### src/rtl/dadder_dp_in_arb.sv
// ---------------------------------------------------------------------------
// dadder_dp_in_arb
//
// Two-requester round-robin input arbiter for the decimal adder datapath.
// Requesters A and B each offer an operand pair with a valid/ready handshake.
// The winner is captured into a single output register slot that drives the
// datapath input (dp_*). The slot can be reloaded on the same edge it is
// consumed, so one pair per cycle flows when the datapath never stalls.
//
// Optional feature: define DADDER_DP_IN_ARB_STATS_EN to add per-requester
// saturating grant counters (a_grant_cnt, b_grant_cnt) with a synchronous
// clear (stat_clr). Without the macro those ports and counters are absent
// and the arbitration behaviour is unchanged.
//
// Ports
//   clk                 clock, all state updates on the rising edge
//   reset_n             asynchronous active-low reset
//   a_valid/a_ready     requester A handshake (a_ready is combinational)
//   a_op_a/a_op_b       requester A operand pair
//   b_valid/b_ready     requester B handshake (b_ready is combinational)
//   b_op_a/b_op_b       requester B operand pair
//   dp_valid/dp_ready   datapath handshake (dp_valid is registered)
//   dp_op_a/dp_op_b     forwarded operand pair
//   dp_src              source of the presented pair (0 = A, 1 = B)
//   stat_clr            clear both grant counters      (stats build only)
//   a_grant_cnt         grants issued to A, saturating (stats build only)
//   b_grant_cnt         grants issued to B, saturating (stats build only)
// ---------------------------------------------------------------------------
module dadder_dp_in_arb #(
    parameter int DATA_W = 32,
    parameter int CNT_W  = 16
) (
    input  logic              clk,
    input  logic              reset_n,
    input  logic              a_valid,
    output logic              a_ready,
    input  logic [DATA_W-1:0] a_op_a,
    input  logic [DATA_W-1:0] a_op_b,
    input  logic              b_valid,
    output logic              b_ready,
    input  logic [DATA_W-1:0] b_op_a,
    input  logic [DATA_W-1:0] b_op_b,
    output logic              dp_valid,
    input  logic              dp_ready,
    output logic [DATA_W-1:0] dp_op_a,
    output logic [DATA_W-1:0] dp_op_b,
    output logic              dp_src
`ifdef DADDER_DP_IN_ARB_STATS_EN
    ,
    input  logic              stat_clr,
    output logic [CNT_W-1:0]  a_grant_cnt,
    output logic [CNT_W-1:0]  b_grant_cnt
`endif
);

    // Priority pointer: 0 = A preferred, 1 = B preferred.
    logic prio;

    logic load_ok;
    logic pick_b;
    logic grant_a;
    logic grant_b;

    // The slot can accept a new pair when empty or when it is being drained
    // on this very edge.
    assign load_ok = !dp_valid || dp_ready;

    // B wins when it is the only requester, or when both request and B holds
    // priority; otherwise A wins if it is requesting.
    assign pick_b  = b_valid && (!a_valid || prio);

    // reset_n gates the grants so neither ready is raised while reset is held.
    assign grant_a = reset_n && load_ok && a_valid && !pick_b;
    assign grant_b = reset_n && load_ok && pick_b;

    assign a_ready = grant_a;
    assign b_ready = grant_b;

    // Output slot and priority pointer. dp_valid depends only on registered
    // state, so there is no combinational path from the request valids.
    always_ff @(posedge clk or negedge reset_n) begin
        if (!reset_n) begin
            dp_valid <= 1'b0;
            dp_op_a  <= '0;
            dp_op_b  <= '0;
            dp_src   <= 1'b0;
            prio     <= 1'b0;
        end else if (grant_a || grant_b) begin
            dp_valid <= 1'b1;
            dp_op_a  <= grant_b ? b_op_a : a_op_a;
            dp_op_b  <= grant_b ? b_op_b : a_op_b;
            dp_src   <= grant_b;
            // Hand priority to whoever lost (or did not ask) this time.
            prio     <= grant_a;
        end else if (dp_ready) begin
            dp_valid <= 1'b0;
        end
    end

`ifdef DADDER_DP_IN_ARB_STATS_EN
    // Saturating grant counters; clear takes precedence over counting.
    always_ff @(posedge clk or negedge reset_n) begin
        if (!reset_n) begin
            a_grant_cnt <= '0;
            b_grant_cnt <= '0;
        end else if (stat_clr) begin
            a_grant_cnt <= '0;
            b_grant_cnt <= '0;
        end else begin
            if (grant_a && (a_grant_cnt != {CNT_W{1'b1}})) begin
                a_grant_cnt <= a_grant_cnt + 1'b1;
            end
            if (grant_b && (b_grant_cnt != {CNT_W{1'b1}})) begin
                b_grant_cnt <= b_grant_cnt + 1'b1;
            end
        end
    end
`endif

endmodule

### config.mk
export PLATFORM = sky130hd
export DESIGN_NAME = dadder_dp_in_arb
export DESIGN_NICKNAME = d
export VERILOG_FILES = /design/src/rtl/dadder_dp_in_arb.sv
export SDC_FILE = /design/constraint.sdc
export NUM_CORES = 1
export LEC_CHECK = 0
export CORE_MARGIN = 2
export CORE_UTILIZATION = 30
export DETAILED_ROUTE_END_ITERATION = 6
export DONT_BUFFER_PORTS = 1
export PLACE_DENSITY = 0.49
export REMOVE_ABC_BUFFERS = 1
export SETUP_SLACK_MARGIN = 0.5
export SYNTH_ARGS = -nofsm -noshare
export SYNTH_HDL_FRONTEND = slang
export SYNTH_SLANG_ARGS = --single-unit
### constraint.sdc
create_clock -name clk -period 1.6 [get_ports clk]
set_input_delay 0.16 -clock clk [delete_from_list [all_inputs] [get_ports clk]]
set_output_delay 0.16 -clock clk [all_outputs]
set_load 0.05 [all_outputs]
==> results.toml, run 1 <==
[detailed_routing]
drc_errors = 0
vias = 2893
drt_iter0_drc = 240
vias_per_cell = 6.16
wl_per_cell_um = 26.1
ant_nets = 0
dr.pass1.iters = 4
totalWireLength_um = 12300

[synth]
synth_ff_type = "dfrtp_1"
synth_edf_count = 0
synthMuxAreaShare = 0
synth-seq-cells = 67
synth.most_common_cell = "dfrtp_1"
synth_xor_area_frac = 0
avgSynthCellArea_um2 = 11.0
yosys.area_share.adder = 0
synthesis.area_um2 = 3470
synth_compound_area_frac = 0.214
seq_area_frac_synth = 0.484
synth_common_cells = "67 x dfrtp_1, 66 x nor2b_1, 65 x nand4_1, 54 x o221a_2, 22 x clkbuf_1"
ys_types = 19
yosysTopAreaCellShare = 0.484
yosysWarnings = 0
async_flop_share = 1.00
synthCells = 316
synth_top_family_by_area = "simple AND/OR/NAND/NOR gates"
synth.area.top_cells = "dfrtp_1 48%, o221a_2 18%, nor2b_1 12%"
synth-simple-area-share = 0.250
yosysTopAreaCell = "dfrtp_1"

[grt]
antenna_found_initial = 0
overflow = 0
use_met2 = 0.315
track_usage = 0.190
grt_max_degree = 135
use_met1 = 0.234
grt_first_pass_wirelength_um = 18400
top_usage_layer = "met2"
grt_pass1_vias = 3020
groute.layer.met3.usage = 0.0746

[cells_and_area]
fillCellCount = 1067
num_antenna_cells = 0
regArea_um2 = 1760
multi_input_area_um2 = 2000
syn_to_final_growth_pct = 41.0
drive_gt1_frac = 0.547
stdcell_count = 470
finish.instance_area_um2 = 4890
fin_util = 0.430
layout.nets = 456

[cts]
tritoncts = "built"
clkLatencyLatePin_ps = 330
path_clk_slew_ps = 60
cts_buffers = 9
root_buffer = "clkbuf_16"
clock_sinks = 67
htreeDepth = 3
cts_buffer_depth = 2

[die]
rows = 39
die_h_um = 111
coreArea_um2 = 11400
ios = 201
die_x_um = 111
start_util = 0.305
dieArea_um2 = 12400

[sta]
min_period_ps = 1540
clock-skew-final_ps = 3.53
rsz0062_at_grt = "true"
hold_slack_ps = -479
fin_crit_sh = 0.961
slew_headroom = 0.799
setup_viol = 0
worst_slew_pin_slew_ps = 301
finalHoldViolCount = 67
setup_slack_ps = 62.0
fin_tns_setup_ps = 0
fmax_mhz = 650
maxSlewViolCount = 0

[critical_path]
cp.arrival_ps = 1380
ff2ff_setup_slack_ps = 100
critPathSlowestCell = "dfrtp_1"
cp-start-kind = "flop"
cp.required_ps = 1440
crit_top_cell = "buf_12"
crit_path_end_kind = "primary output"
crit_chain = "nand2b_4 -> nand4_1 -> buf_4 -> buf_12 -> clkinv_4 -> buf_12"
crit_type = "reg2out"
cp.buffers_inverters = 4
slowest_delay_ps = 410
cp_top_family = "buffers and inverters"
worstPathMaxFanout = 3
rr_worst_depth = 6
crit_cells = 6

[placed_design]
port_buffers = 0
placed_area_um2 = 3630
pre_cts_ws_ps = 94.0
place_inst = 431
place_congestion = 0.711
dp_hpwl_um = 6380

[power]
ir_drop_mv = 0.613
p_leak_uw = 0.00170
power_density_nw_per_um2 = 1380

[flow_run]
max_cap_viol_count = 0

[run_status]
failed_checks = "hold timing"
status = "complete, but fails checks"

[worst_hold_path]
hold_class = "in2async"
[kinds of logic after synthesis]
group,after synthesis
simple gates,138
flops,67
compound gates,67
buf+inv,44
[area by class of cell]
type,count,share of cell area
clock inverters,3,0.00307
well taps,143,0.0366
flip-flops and latches,67,0.360
inverters,3,0.00333
clock buffers,12,0.0504
repair buffers,37,0.138
multi-input cells,205,0.409
[placed cells by master, fill, tap and decap left out]
cell type  netlist  routed
a21boi_2         0       1
a21o_1           1       1
buf_12           0      12
buf_16           0       9
buf_4            0       9
buf_6            0       4
buf_8            0       1
bufbuf_16        0       1
clkbuf_1        22       2
clkbuf_16        0      10
clkbuf_8         0       1
clkinv_2         0       3
clkinv_4         0       1
dfrtp_1         67       2
dfrtp_2          0      65
inv_1            2       1
inv_2            1       1
nand2_1          1       1
nand2b_4         0       2
nand3_4          0       1
nand4_1         65      65
nor2_1           1       1
nor2b_1         66      64
nor2b_2          0       2
nor3_2           0       1
nor3_4           1       1
o21ai_1          0       1
o221a_1         10      10
o221a_2         54      14
o221a_4          0      40
[per-stage QoR]
stage          hold slack [ps]  power [uW]
2_1_floorplan             -136        4100
3_3_place_gp              -133        4390
3_5_place_dp              -133        4400
4_1_cts                   -489        6690
5_1_grt                   -493        7020
6_report                  -479        6740
[worst register-to-register path: stages, from the launching register on]
cell	delay, ps
dfrtp_1	390
nor2b_2	250
nor3_4	70
buf_6	140
buf_12	130
clkbuf_16	160
o221a_2	240
[worst paths after layout]
path / startpoint / endpoint
min: reset_n / dp_op_a[20]
max: dp_valid / a_ready
max reg2reg: dp_valid / dp_op_a[9]
min in group clk: a_op_b[12] / dp_op_b[12]
min reg2reg: prio / prio
max in group asynchronous: reset_n / dp_op_b[9]
[power by group]
| part | switching, uW | internal [uW] |
|---|---|---|
| clock network | 707 | 1070 |
| logic | 495 | 803 |
| registers | 1550 | 2110 |
| total | 2750 | 3980 |
[state kept, by name, summed over array words and instances, names as in the netlist]
signal / count
dp_src: 1
dp_valid: 1
prio: 1
dp_op_b: 32
dp_op_a: 32
[metal layers]
metal | share of wire | vias to the layer above | routed length, um
li1 | - | 1277 | -
met5 | 0 | - | 0
met3 | 0.082 | 10 | 1010
met4 | 0.011 | 0 | 129
met2 | 0.48 | 139 | 5950
met1 | 0.42 | 1467 | 5190
[what timing repair did]
item                                    4_1_cts  5_1_grt
resized for setup                           132       19
buffers inserted                             12        1
endpoints found under the setup margin      134       70
gates cloned                                 10        1
pin swaps                                     3        1
endpoints found under the hold margin        67       67
No activity file was read; power rests on OpenSTA's default activity.
==> run 2: changes to the inputs <==
--- a/config.mk
+++ b/config.mk
@@ -5,7 +5,6 @@
 export SDC_FILE = /design/constraint.sdc
 export NUM_CORES = 1
 export LEC_CHECK = 0
-export CORE_MARGIN = 2
 export CORE_UTILIZATION = 30
 export DETAILED_ROUTE_END_ITERATION = 6
 export DONT_BUFFER_PORTS = 1
==> run 2 against run 1 <==
The run still ends with hold timing left. Wire length decreased by 5.8%. First-iteration DRC count shrank 29%. Cell count is 0.21% lower. Design area is 2.4% lower. Combinational power decreased by 8%. Critical endpoint is now dp_op_b[10]. Clock power increased by 10%. Sequential power hardly changed. Sequential cell count did not move. Register-to-register slack worse by 70 ps. Critical path type is now reg2reg. Worst hold slack gained 2.6 ps. Critical path depth shrank 1.
==> results.toml, run 2 (synthesized netlist as in run 1, its figures left out) <==
[cells_and_area]
syn_to_final_growth_pct = 37.6
layout.nets = 457
mostFrequentLayoutCell = "nand4_1"
drive_gt1_frac = 0.526
top_regs = "dp_op_a x32, dp_op_b x32"
fin_util = 0.432
fillCellCount = 1016
num_antenna_cells = 0
final_cell_mix = "65 x nand4_1, 64 x nor2b_1, 56 x dfrtp_2"

[sta]
finalHoldViolCount = 67
rsz0062_at_grt = "true"
setup_viol = 0
hold_slack_ps = -476
fin_tns_setup_ps = 0
min_period_ps = 1570
fin_crit_sh = 0.983
clock-skew-final_ps = 3.98
worst_slew_pin_slew_ps = 504
setup_slack_ps = 27.5
fmax_mhz = 636
maxSlewViolCount = 0
slew_headroom = 0.664

[cts]
htreeDepth = 3
path_clk_slew_ps = 50
cts_buffer_depth = 2
root_buffer = "clkbuf_16"
clkLatencyLatePin_ps = 330
clock_sinks = 67
cts_buffers = 9
tritoncts = "built"

[power]
p_leak_uw = 0.00170
total_power_uw = 6800
power_switching_share = 0.402
p_seq_frac = 0.535
power.switching_uw = 2730
ir_drop_mv = 0.868
clockPowerShare = 0.289
pwr-share-comb = 0.177
p_int_uw = 4070
power_density_nw_per_um2 = 1430

[detailed_routing]
totalWireLength_um = 11600
top_layer = "met4"
ant_nets = 0
drt_iter0_drc = 171
wl_met2_um = 5620
vias = 2868
vias_per_cell = 6.12
route.met3.wl_um = 1150
drc_errors = 0
wl_met1_um = 4610
wl_per_cell_um = 24.7
dr.pass1.iters = 4

[critical_path]
cp.required_ps = 1860
worstPathMaxFanout = 35
ff2ff_setup_slack_ps = 30
crit_path_end_kind = "flop"
cp.arrival_ps = 1830
crit_chain = "buf_4 -> nor2b_2 -> nor3_4 -> buf_12 -> o221a_1"
slowest_delay_ps = 410
crit_type = "reg2reg"
cp-start-kind = "flop"
critPathSlowestCell = "dfrtp_1"

[grt]
overflow = 0
grt_pass1_vias = 2717
grt_first_pass_wirelength_um = 14700
grt_max_degree = 135
track_usage = 0.163
antenna_found_initial = 0

[die]
coreArea_um2 = 11000
rows = 38
die_h_um = 109
die_x_um = 109
ios = 201
start_util = 0.314
dieArea_um2 = 12000

[flow_run]
max_cap_viol_count = 0

[run_status]
status = "complete, but fails checks"
failed_checks = "hold timing"

[placed_design]
pre_cts_ws_ps = 228
port_buffers = 0
dp_hpwl_um = 6150
place_congestion = 0.660

[worst_hold_path]
hold_class = "in2async"
## run 2: changes by cell type in the layout (fill, tap and decap cells not counted), moves of 5 or more
| cell | previous run | this run |
|---|---|---|
| o221a_2 | 14 | 25 |
| buf_16 | 9 | 1 |
| dfrtp_1 | 2 | 11 |
| dfrtp_2 | 65 | 56 |
| o221a_4 | 40 | 29 |
| buf_6 | 4 | 9 |
| clkbuf_16 | 10 | 15 |
## run 2: stage by stage
step	cells	cell area (um2)	hold WS, ps
after global routing	469	4770	-498
after global placement	427	3660	-132
after CTS	450	4090	-497
after detailed placement	427	3660	-133
final	469	4770	-476
after floorplan	275	3290	-136
## run 2: worst max-delay path: cells and delay by family, from the launching register on
kind                   cells  cell delay [ps]
AO/OA/AOI/OAI              1              230
flip-flops                 1              410
AND/OR/NAND/NOR            2              430
buffers and inverters      2              410
## run 2: path summary, 6_finish.rpt
| kind | endpoint | depth (start not counted) | start |
|---|---|---|---|
| max in group asynchronous | dp_op_a[23] | 0 | reset_n |
| min in group clk | dp_op_b[17] | 1 | a_op_b[17] |
| max reg2reg | dp_op_b[10] | 5 | dp_valid |
| min | dp_op_a[21] | 0 | reset_n |
| max | dp_op_b[10] | 5 | dp_valid |
| min reg2reg | prio | 1 | prio |
## run 2: layout make-up
cell class                      count  area (um2)  share of cell area
Clock buffer                       10         239              0.0501
Timing Repair Buffer               38         627               0.131
Tap cell                          140         175              0.0367
Sequential cell                    67        1750               0.366
Clock inverter                      6        55.1              0.0115
Multi-Input combinational cell    205        1900               0.399
Inverter                            3        23.8             0.00499
## run 2: routing by layer
layer,GRT usage,up-vias
li1,-,1265
met1,0.200,1448
met2,0.246,139
met3,0.0723,16
met4,0.0714,0
met5,0,-
## run 2: repair_timing
item	CTS	global route
gates cloned	1	10
endpoints found under the hold margin	68	67
pin swaps	1	2
setup endpoints to repair	135	118
setup buffers	6	9
gates resized for setup	26	95
## run 2: power groups by stage
stage,clock network (uW),registers [uW],logic (uW)
finish,1960,3640,1200
global route,2090,3680,1280
CTS,2010,3560,889
detailed placement,0,3560,849
global placement,0,3580,824
floorplan,0,3480,618
==> run 3: changes to the inputs <==
--- a/config.mk
+++ b/config.mk
@@ -8,9 +8,10 @@
 export CORE_UTILIZATION = 30
 export DETAILED_ROUTE_END_ITERATION = 6
 export DONT_BUFFER_PORTS = 1
-export PLACE_DENSITY = 0.49
+export PLACE_DENSITY = 0.5
 export REMOVE_ABC_BUFFERS = 1
 export SETUP_SLACK_MARGIN = 0.5
+export SLEW_MARGIN = 30
 export SYNTH_ARGS = -nofsm -noshare
 export SYNTH_HDL_FRONTEND = slang
 export SYNTH_SLANG_ARGS = --single-unit
==> constraint.sdc (replaced) <==
create_clock -name clk -period 1.3 [get_ports clk]
set_input_delay 0.13 -clock clk [delete_from_list [all_inputs] [get_ports clk]]
set_output_delay 0.13 -clock clk [all_outputs]
set_load 0.02 [all_outputs]
==> run 3 against run 2 <==
The flow finishes with violations (hold timing, setup timing). Highest routed layer unchanged. Die area did not move. Via count rose by 7.9%. First-iteration DRC count is 68% higher. Sequential share of layout area shrank 0.63 points. Largest power group unchanged. Largest cell class is now registers. Sequential power down 4%. Worst setup slack got worse by 190 ps. Global-route usage grew 1.6 points. Critical path depth stayed put.
==> results.toml, run 3 (synthesized netlist as in run 1, its figures left out) <==
[sta]
slew_headroom = 0.796
worst_slew_pin_slew_ps = 306
setup_slack_ps = -159
setup_viol = 66
min_period_ps = 1460
hold_slack_ps = -508
fin_crit_sh = 1.12
clock-skew-final_ps = 8.57
fmax_mhz = 686
rsz0062_at_grt = "true"
finalHoldViolCount = 68
maxSlewViolCount = 0

[grt]
antenna_found_initial = 0
track_usage = 0.178
grt_max_degree = 135
overflow = 0
grt_pass1_vias = 3015
grt_first_pass_wirelength_um = 16200

[cells_and_area]
top_regs = "dp_op_a x32, dp_op_b x32"
num_antenna_cells = 0
layout.nets = 508
stdcell_count = 520
drive_gt1_frac = 0.447
fillCellCount = 1013
finish.instance_area_um2 = 4880
final_cell_mix = "65 x nor2b_1, 65 x nand4_1, 65 x dfrtp_2"
syn_to_final_growth_pct = 40.9
fin_util = 0.443

[power]
power_density_nw_per_um2 = 1460
ir_drop_mv = 0.578
p_int_uw = 4820
p_seq_frac = 0.487
power.switching_uw = 2330
power_switching_share = 0.326
clockPowerShare = 0.324
total_power_uw = 7150
pwr-share-comb = 0.189
p_leak_uw = 0.00172

[die]
coreArea_um2 = 11000
rows = 38
start_util = 0.314
die_h_um = 109
die_x_um = 109
dieArea_um2 = 12000
ios = 201

[critical_path]
crit_type = "reg2reg"
ff2ff_setup_slack_ps = -160
worstPathMaxFanout = 36
r2r_start = "dp_valid"
r2r-end = "dp_op_a[15]"
critPathSlowestCell = "dfrtp_1"
slowest_delay_ps = 390
cp.required_ps = 1510
crit_path_end_kind = "flop"
cp-start-kind = "flop"
crit_chain = "nand2b_2 -> nand4_1 -> buf_4 -> buf_12 -> o221a_2"
cp.arrival_ps = 1670
rr_worst_depth = 5

[cts]
htreeDepth = 3
clock_sinks = 67
cts_buffers = 9
ctsHoldBuffers = 61
path_clk_slew_ps = 60
root_buffer = "clkbuf_16"
clkLatencyLatePin_ps = 330
cts_buffer_depth = 2
tritoncts = "built"

[run_status]
status = "complete, but fails checks"
failed_checks = "hold timing, setup timing"

[placed_design]
place_inst = 430
dp_hpwl_um = 6310
place_congestion = 0.659
port_buffers = 0
placed_area_um2 = 3670

[worst_hold_path]
hold_class = "in2async"

[detailed_routing]
drt_iter0_drc = 287
ant_nets = 0
vias_per_cell = 5.95
drc_errors = 0
vias = 3094
totalWireLength_um = 11600
dr.pass1.iters = 5
wl_per_cell_um = 22.2

[flow_run]
max_cap_viol_count = 0
[run 3: worst max-delay path by stage]
| stage | from | end | slack [ps] |
|---|---|---|---|
| after detailed placement | dp_valid | dp_op_b[5] | -70 |
| after global placement | dp_valid | dp_op_a[4] | -30 |
| final | dp_valid | dp_op_a[15] | -160 |
| after CTS | dp_valid | b_ready | -150 |
| after global routing | dp_valid | dp_op_a[20] | -220 |
| after floorplan | dp_valid | dp_op_a[0] | -2970 |
[run 3: per-layer routing]
| metal | up-vias | global-route usage | share of wire |
|---|---|---|---|
| li1 | 1364 | - | - |
| met1 | 1561 | 0.221 | 0.43 |
| met2 | 154 | 0.292 | 0.47 |
| met3 | 15 | 0.0563 | 0.083 |
| met4 | 0 | 0.0638 | 0.013 |
| met5 | - | 0 | 0 |
[run 3: metrics by stage]
stage	setup TNS, ps	setup WS [ps]
4_1_cts	-5540	-146
5_1_grt	-12470	-220
3_3_place_gp	-1480	-31.3
3_5_place_dp	-3360	-69.6
2_1_floorplan	-197560	-2970
6_report	-8040	-159
[run 3: cell type report]
class,instances,area (um2),area share
Sequential cell,67,1760,0.360
Clock inverter,4,25.0,0.00512
Inverter,3,15.0,0.00307
Clock buffer,12,256,0.0525
Tap cell,140,175,0.0359
Timing Repair Buffer,89,1020,0.210
Multi-Input combinational cell,205,1630,0.334
[run 3: power groups by stage]
| stage | logic, uW | clock network (uW) | registers (uW) |
|---|---|---|---|
| 2_1_floorplan | 751 | 0 | 3310 |
| 4_1_cts | 1280 | 2370 | 3480 |
| 6_report | 1350 | 2310 | 3480 |
| 3_3_place_gp | 1020 | 0 | 3430 |
| 5_1_grt | 1460 | 2470 | 3540 |
| 3_5_place_dp | 1060 | 0 | 3420 |
[run 3: what timing repair did]
action | CTS | global route
endpoints found under the hold margin | 129 | 68
endpoints found under the setup margin | 135 | 135
gates cloned | 2 | 3
resized for setup | 73 | 4
setup buffers | 5 | 3
pin swaps | 1 | 2
[run 3: critical path, delay by kind of cell (launching register included)]
| kind | cells | cell delay (ps) |
|---|---|---|
| AND/OR/NAND/NOR | 2 | 270 |
| AO/OA/AOI/OAI | 1 | 290 |
| buffers and inverters | 2 | 370 |
| flip-flops | 1 | 390 |
